===== config.mk =====
export PLATFORM = sky130hd
export DESIGN_NAME = sprite_line_scan
export DESIGN_NICKNAME = d
export VERILOG_FILES = /design/src/rtl/sprscan_pkg.sv /design/src/rtl/sprscan_eval.sv /design/src/rtl/sprite_line_scan.sv
export SDC_FILE = /design/constraint.sdc
export NUM_CORES = 1
export LEC_CHECK = 0
export ABC_AREA = 1
export CAP_MARGIN = 25
export CORE_ASPECT_RATIO = 1.25
export CORE_MARGIN = 2
export CORE_UTILIZATION = 41
export DETAILED_ROUTE_END_ITERATION = 16
export GPL_TIMING_DRIVEN = 1
export PLACE_DENSITY_LB_ADDON = 0.15
export SLEW_MARGIN = 15
export SYNTH_ARGS = -nofsm -noshare
export SYNTH_HDL_FRONTEND = slang
export SYNTH_HIERARCHICAL = 1
export SYNTH_SLANG_ARGS = --single-unit
export TNS_END_PERCENT = 20

===== constraint.sdc =====
create_clock -name clk -period 2.75 [get_ports clk]
set_input_delay 0.55 -clock clk [delete_from_list [all_inputs] [get_ports clk]]
set_output_delay 0.55 -clock clk [all_outputs]
set_load 0.05 [all_outputs]

===== src/rtl/sprscan_pkg.sv =====
// sprscan_pkg: shared types and constants for the per-scanline sprite scheduler.
package sprscan_pkg;
  localparam int NUM_SPRITES = 64;
  localparam int LINE_W = 8;
  typedef enum logic [1:0] {ST_IDLE, ST_SCAN, ST_DRAIN} state_e;
  typedef struct packed {
    logic [8:0] x;
    logic [8:0] idx;
    logic [2:0] row;
    logic [1:0] palette;
    logic       prio;
    logic       hflip;
  } entry_t;
endpackage


===== src/rtl/sprscan_eval.sv =====
// sprscan_eval: combinational hit test and row/tile-index resolution for one sprite.
import sprscan_pkg::*;
module sprscan_eval (
  input  logic [LINE_W-1:0] line_i,
  input  logic [7:0]        spr_y_i,
  input  logic [8:0]        spr_idx_i,
  input  logic              spr_enable_i,
  input  logic              spr_h16_i,
  input  logic              spr_vflip_i,
  output logic              hit_o,
  output logic [8:0]        idx_o,
  output logic [2:0]        row_o
);
  logic [7:0] row8;
  logic [3:0] r4;
  always_comb begin
    row8 = line_i - spr_y_i;
    hit_o = spr_enable_i && row8 < (spr_h16_i ? 8'd16 : 8'd8);
    r4 = spr_vflip_i ? (spr_h16_i ? 4'd15 : 4'd7) - row8[3:0] : row8[3:0];
    idx_o = spr_idx_i + 9'(r4[3]);
    row_o = r4[2:0];
  end
endmodule


===== src/rtl/sprite_line_scan.sv =====
// sprite_line_scan: sweeps the 64-entry attribute RAM each line and streams hits to the renderer.
// Optional per-line hit limit enabled by defining SPRSCAN_LIMIT_EN.
import sprscan_pkg::*;
module sprite_line_scan #(
  parameter int MAX_PER_LINE = 16
) (
  input  logic              clk,
  input  logic              reset_n,
  input  logic              line_start,
  input  logic [LINE_W-1:0] line,
  output logic [5:0]        spr_sel,
  input  logic [8:0]        spr_x,
  input  logic [7:0]        spr_y,
  input  logic [8:0]        spr_idx,
  input  logic              spr_enable,
  input  logic              spr_priority,
  input  logic              spr_h16,
  input  logic              spr_vflip,
  input  logic              spr_hflip,
  input  logic [1:0]        spr_palette,
  output logic              out_valid,
  input  logic              out_ready,
  output logic [8:0]        out_x,
  output logic [8:0]        out_idx,
  output logic [2:0]        out_row,
  output logic [1:0]        out_palette,
  output logic              out_priority,
  output logic              out_hflip,
  output logic              busy,
  output logic              done,
  output logic              overflow
);
`ifdef SPRSCAN_LIMIT_EN
  localparam bit LIMIT_EN = 1'b1;
`else
  localparam bit LIMIT_EN = 1'b0;
`endif
  localparam int CNT_W = $clog2(MAX_PER_LINE + 2);
  state_e            state_q, state_d;
  logic [5:0]        sel_q, sel_d;
  logic [LINE_W-1:0] line_q, line_d;
  entry_t            out_q, out_d;
  logic              valid_q, valid_d;
  logic              ovf_q, ovf_d;
  logic [CNT_W-1:0]  cnt_q, cnt_d;
  logic              hit, full;
  logic [8:0]        ev_idx;
  logic [2:0]        ev_row;
  sprscan_eval u_eval (
    .line_i       (line_q),
    .spr_y_i      (spr_y),
    .spr_idx_i    (spr_idx),
    .spr_enable_i (spr_enable),
    .spr_h16_i    (spr_h16),
    .spr_vflip_i  (spr_vflip),
    .hit_o        (hit),
    .idx_o        (ev_idx),
    .row_o        (ev_row)
  );
  // Without the limit build, full is constant 0 so the counter and overflow flag fold away.
  assign full = LIMIT_EN && cnt_q == CNT_W'(MAX_PER_LINE);
  always_ff @(posedge clk or negedge reset_n) begin
    if (!reset_n) begin
      state_q <= ST_IDLE;
      sel_q <= '0;
      line_q <= '0;
      out_q <= '0;
      valid_q <= 1'b0;
      ovf_q <= 1'b0;
      cnt_q <= '0;
    end else begin
      state_q <= state_d;
      sel_q <= sel_d;
      line_q <= line_d;
      out_q <= out_d;
      valid_q <= valid_d;
      ovf_q <= ovf_d;
      cnt_q <= cnt_d;
    end
  end
  always_comb begin
    state_d = state_q;
    sel_d = sel_q;
    line_d = line_q;
    out_d = out_q;
    valid_d = valid_q && !out_ready;
    ovf_d = ovf_q;
    cnt_d = cnt_q;
    done = state_q == ST_DRAIN && !valid_q;
    if (line_start) begin
      state_d = ST_SCAN;
      sel_d = '0;
      line_d = line;
      valid_d = 1'b0;
      ovf_d = 1'b0;
      cnt_d = '0;
    end else if (state_q == ST_SCAN && (!valid_q || out_ready)) begin
      sel_d = sel_q + 6'd1;
      state_d = sel_q == 6'(NUM_SPRITES - 1) ? ST_DRAIN : ST_SCAN;
      if (hit && full) begin
        ovf_d = 1'b1;
        state_d = ST_DRAIN;
      end else if (hit) begin
        out_d = '{x: spr_x, idx: ev_idx, row: ev_row, palette: spr_palette,
                  prio: spr_priority, hflip: spr_hflip};
        valid_d = 1'b1;
        cnt_d = cnt_q + CNT_W'(1);
      end
    end else if (done) begin
      state_d = ST_IDLE;
    end
  end
  assign spr_sel = sel_q;
  assign out_valid = valid_q;
  assign out_x = out_q.x;
  assign out_idx = out_q.idx;
  assign out_row = out_q.row;
  assign out_palette = out_q.palette;
  assign out_priority = out_q.prio;
  assign out_hflip = out_q.hflip;
  assign busy = state_q != ST_IDLE;
  assign overflow = ovf_q;
endmodule


==> results.sh <==
export IMPL_status="completed"
export IMPL_clock_latency_ns=0.30
export IMPL_seq_area_frac_synth_pct=43.8
export IMPL_ys_ff_latch=42
export IMPL_rows=31
export IMPL_synthesis_nets=359
export IMPL_ir_worst_vdd_v=0.000587
export IMPL_critPathArrivalTime_ns=2.97
export IMPL_hold_buffers=0
export IMPL_hold_ws_ns=0.199
export IMPL_ant_nets=0
export IMPL_slowest_stage="ha_1"
export IMPL_pre_cts_ws_ns=-0.717
export IMPL_antenna_found_initial=0
export IMPL_cp_max_fo=4
export IMPL_start_util_pct=41.8
export IMPL_finalNonFillerCells=476
export IMPL_end_kind="register"
export IMPL_worstPathCellList="dlygate4sd2_1, inv_2, ha_4, nand2_2, nand3_2, xor2_2, ha_1, nand2_1, o21ai_2, ha_2, ha_4, nand2_2, nor3b_4, buf_4, xor2_4, nand3_4, nand2_2"
export IMPL_first_iter_violations=146
export IMPL_avgRoutedWirePerCell_um=13.3
export IMPL_critPathKind="input port to register"
export IMPL_ys_warn_count=6
export IMPL_grt_max_degree=43
export IMPL_syn_cell_area_um2=2400
export IMPL_multi_input_area_um2=1480
export IMPL_drive_above_1_share_pct=24.6
export IMPL_syn_to_final_growth_pct=62.1
export IMPL_die_w_um=72.5
export IMPL_dp_cells=450
export IMPL_fin_nets=468
export IMPL_die_area_um2=6490
export IMPL_drv_cap=0
export IMPL_power_density_nw_per_um2=834
export IMPL_maxSlewHeadroom_pct=59.8
export IMPL_detail_route_vias_per_cell=4.85
export IMPL_hold_viol=0
export IMPL_clkTransAtPathRegs_ns=0.09
export IMPL_fin_area_um2=3890
export IMPL_core_area_um2=5740
export IMPL_fin_util_pct=67.9
export IMPL_rsz0062_at_grt="yes"
export IMPL_num_fill_cells=483
export IMPL_gp_congestion=0.806
export IMPL_placed_area_um2=3320
export IMPL_sequential_cell_area_um2=1050
export IMPL_hold_path_class="input port to async pin"
export IMPL_min_period_over_period_pct=99.1
export IMPL_avgSynthCellArea_um2=8.01
export IMPL_drtPass1Iterations=4
export IMPL_clockBufferDepth=2
export IMPL_cts_sinks=42
export IMPL_clock_root_buffer="clkbuf_8"
export IMPL_grt_use_total_pct=20.4
export IMPL_antenna_cells=0
export IMPL_cts_tree="yes"
export IMPL_htreeDepth=2
export IMPL_io_pins=80
export IMPL_path_common_cell="nand2_2"
export IMPL_drc=0
export IMPL_place_hpwl_mm=4.02
export IMPL_synth_cell_types=31
export IMPL_p_leak_nw=1.85
export IMPL_grt_pass1_wl_mm=10.2
export IMPL_max_stage_delay_ns=0.27
export IMPL_synthCells=300
export IMPL_worstMarginPinSlew_ns=0.602
export IMPL_die_h_um=89.6
export IMPL_drv_slew=0
export IMPL_grt_pass1_vias=2229
export IMPL_cp_required_ns=3.00
export IMPL_synth_top_area_share_pct=43.8
export IMPL_cts_buffers=5
export IMPL_ys_top_cells_by_area="dfrtp_1 44%, nand2_1 18%, nand3_1 7.1%, ha_1 6.8%, inv_1 3.6%"
export IMPL_routed_wl_mm=6.34
export IMPL_finalWorstSetupSlack_ns=0.0259
export IMPL_grt_overflow_total=0
export IMPL_num_vias=2309
export IMPL_synth_top_area_cell="dfrtp_1"
export IMPL_fmax_mhz=367
export IMPL_setup_viol_count_final=0
export IMPL_start_kind="input port"
export IMPL_min_period_ns=2.72
export IMPL_port_buffers=78
export IMPL_skew_ns=0.00665
[layout by cell type, fill, tap and decap left out, types with 5 or more instances in the layout]
cell type and n:
xor2_1 6, xnor2_1 6, clkbuf_8 5, ha_4 6
buf_4 25, dfrtp_1 42, nand3_1 30, inv_1 19
nor2_1 13, inv_2 6, nand2_1 94, clkdlybuf4s50_1 73
ha_1 6, nand2_2 22
[registers in the layout, summed over array words and instances, names as in the netlist]
signal and cells:
line_q 8, out_hflip 1, out_idx 9, out_palette 2, out_priority 1, out_row 3
out_valid 1, out_x 9, spr_sel 6, state_q 2
[cell type report]
| class | count | area share [%] |
|---|---|---|
| flip-flops and latches | 42 | 27.0 |
| well taps | 66 | 2.12 |
| repair buffers | 110 | 27.8 |
| clock buffers | 5 | 1.77 |
| inverters | 25 | 2.41 |
| clock inverters | 3 | 1.03 |
| multi-input cells | 225 | 37.9 |
[synth_stat cells]
cell and n:
a21oi_1 3, a21oi_2 1, a22oi_1 1, buf_2 3, buf_4 1, buf_6 4, clkbuf_1 3, conb_1 1
dfrtp_1 42, fa_1 1, ha_1 13, inv_1 23, inv_2 2, nand2_1 116, nand2_2 2, nand2_4 1
nand3_1 34, nand3b_1 2, nand4_1 2, nor2_1 14, nor2_2 1, nor2_4 2, nor3_1 4, nor3b_2 2
o21a_1 2, o21ai_0 1, o21ai_1 1, o31ai_1 2, or2_1 1, xnor2_1 7, xor2_1 8
[stage by stage]
step	TNS, ns	power (mW)
after floorplan	0	2.00
after global placement	-12.60	2.57
after detailed placement	-14.14	2.59
after CTS	-0.985	3.20
after global routing	-3.80	3.42
final	0	3.25
[repair_timing]
| item | 4_1_cts | 5_1_grt |
|---|---|---|
| cloned | 5 | 0 |
| buffers inserted | 11 | 2 |
| gates resized for setup | 51 | 27 |
| pin swaps | 36 | 30 |
| endpoints found under the setup margin | 26 | 26 |
[report_power, final]
part / switching (mW) / internal [mW]
registers: 0.151 / 0.824
clock network: 0.226 / 0.268
logic: 1.11 / 0.670
[final timing paths]
kind                       cells past startpoint  slack (ns)  startpoint      endpoint
setup / recovery                              17        0.03    spr_y[2]    out_idx[6]
hold / removal                                 1        0.20     reset_n      out_x[2]
setup reg to reg                              23        0.04   line_q[0]  out_priority
hold reg to reg                                2        0.47    out_x[5]      out_x[5]
max in group asynchronous                      2        2.06     reset_n     line_q[6]
min in group clk                               2        0.47    out_x[5]      out_x[5]
[per-layer routing]
layer / share of wire [%] / routed length (um) / global-route usage (%) / vias to the layer above
met3: 5.4 / 340 / 4.69 / 9
met2: 52 / 3280 / 36.6 / 74
li1: - / - / - / 1172
met1: 41 / 2600 / 24.0 / 1054
met4: 1.9 / 118 / 7.07 / 0
met5: 0 / 0 / 0 / -
[worst max-delay path: cells and delay by family]
kind | cells | cell delay [ns]
adder cells (fa/ha/maj) | 4 | 0.85
AND/OR/NAND/NOR | 7 | 0.71
buffers and inverters | 3 | 0.47
XOR/XNOR | 2 | 0.34
AO/OA/AOI/OAI | 1 | 0.07
[cells by family after synthesis]
group,count (synthesis),share of synthesized area [%]
other cells,1,0.156
compound gates,11,2.97
xor+xnor,15,5.47
flops,42,43.8
buf+inv,36,7.19
fa+ha+maj,14,7.60
simple gates,181,32.9
Note: power is estimated with default switching activity, not from simulation.
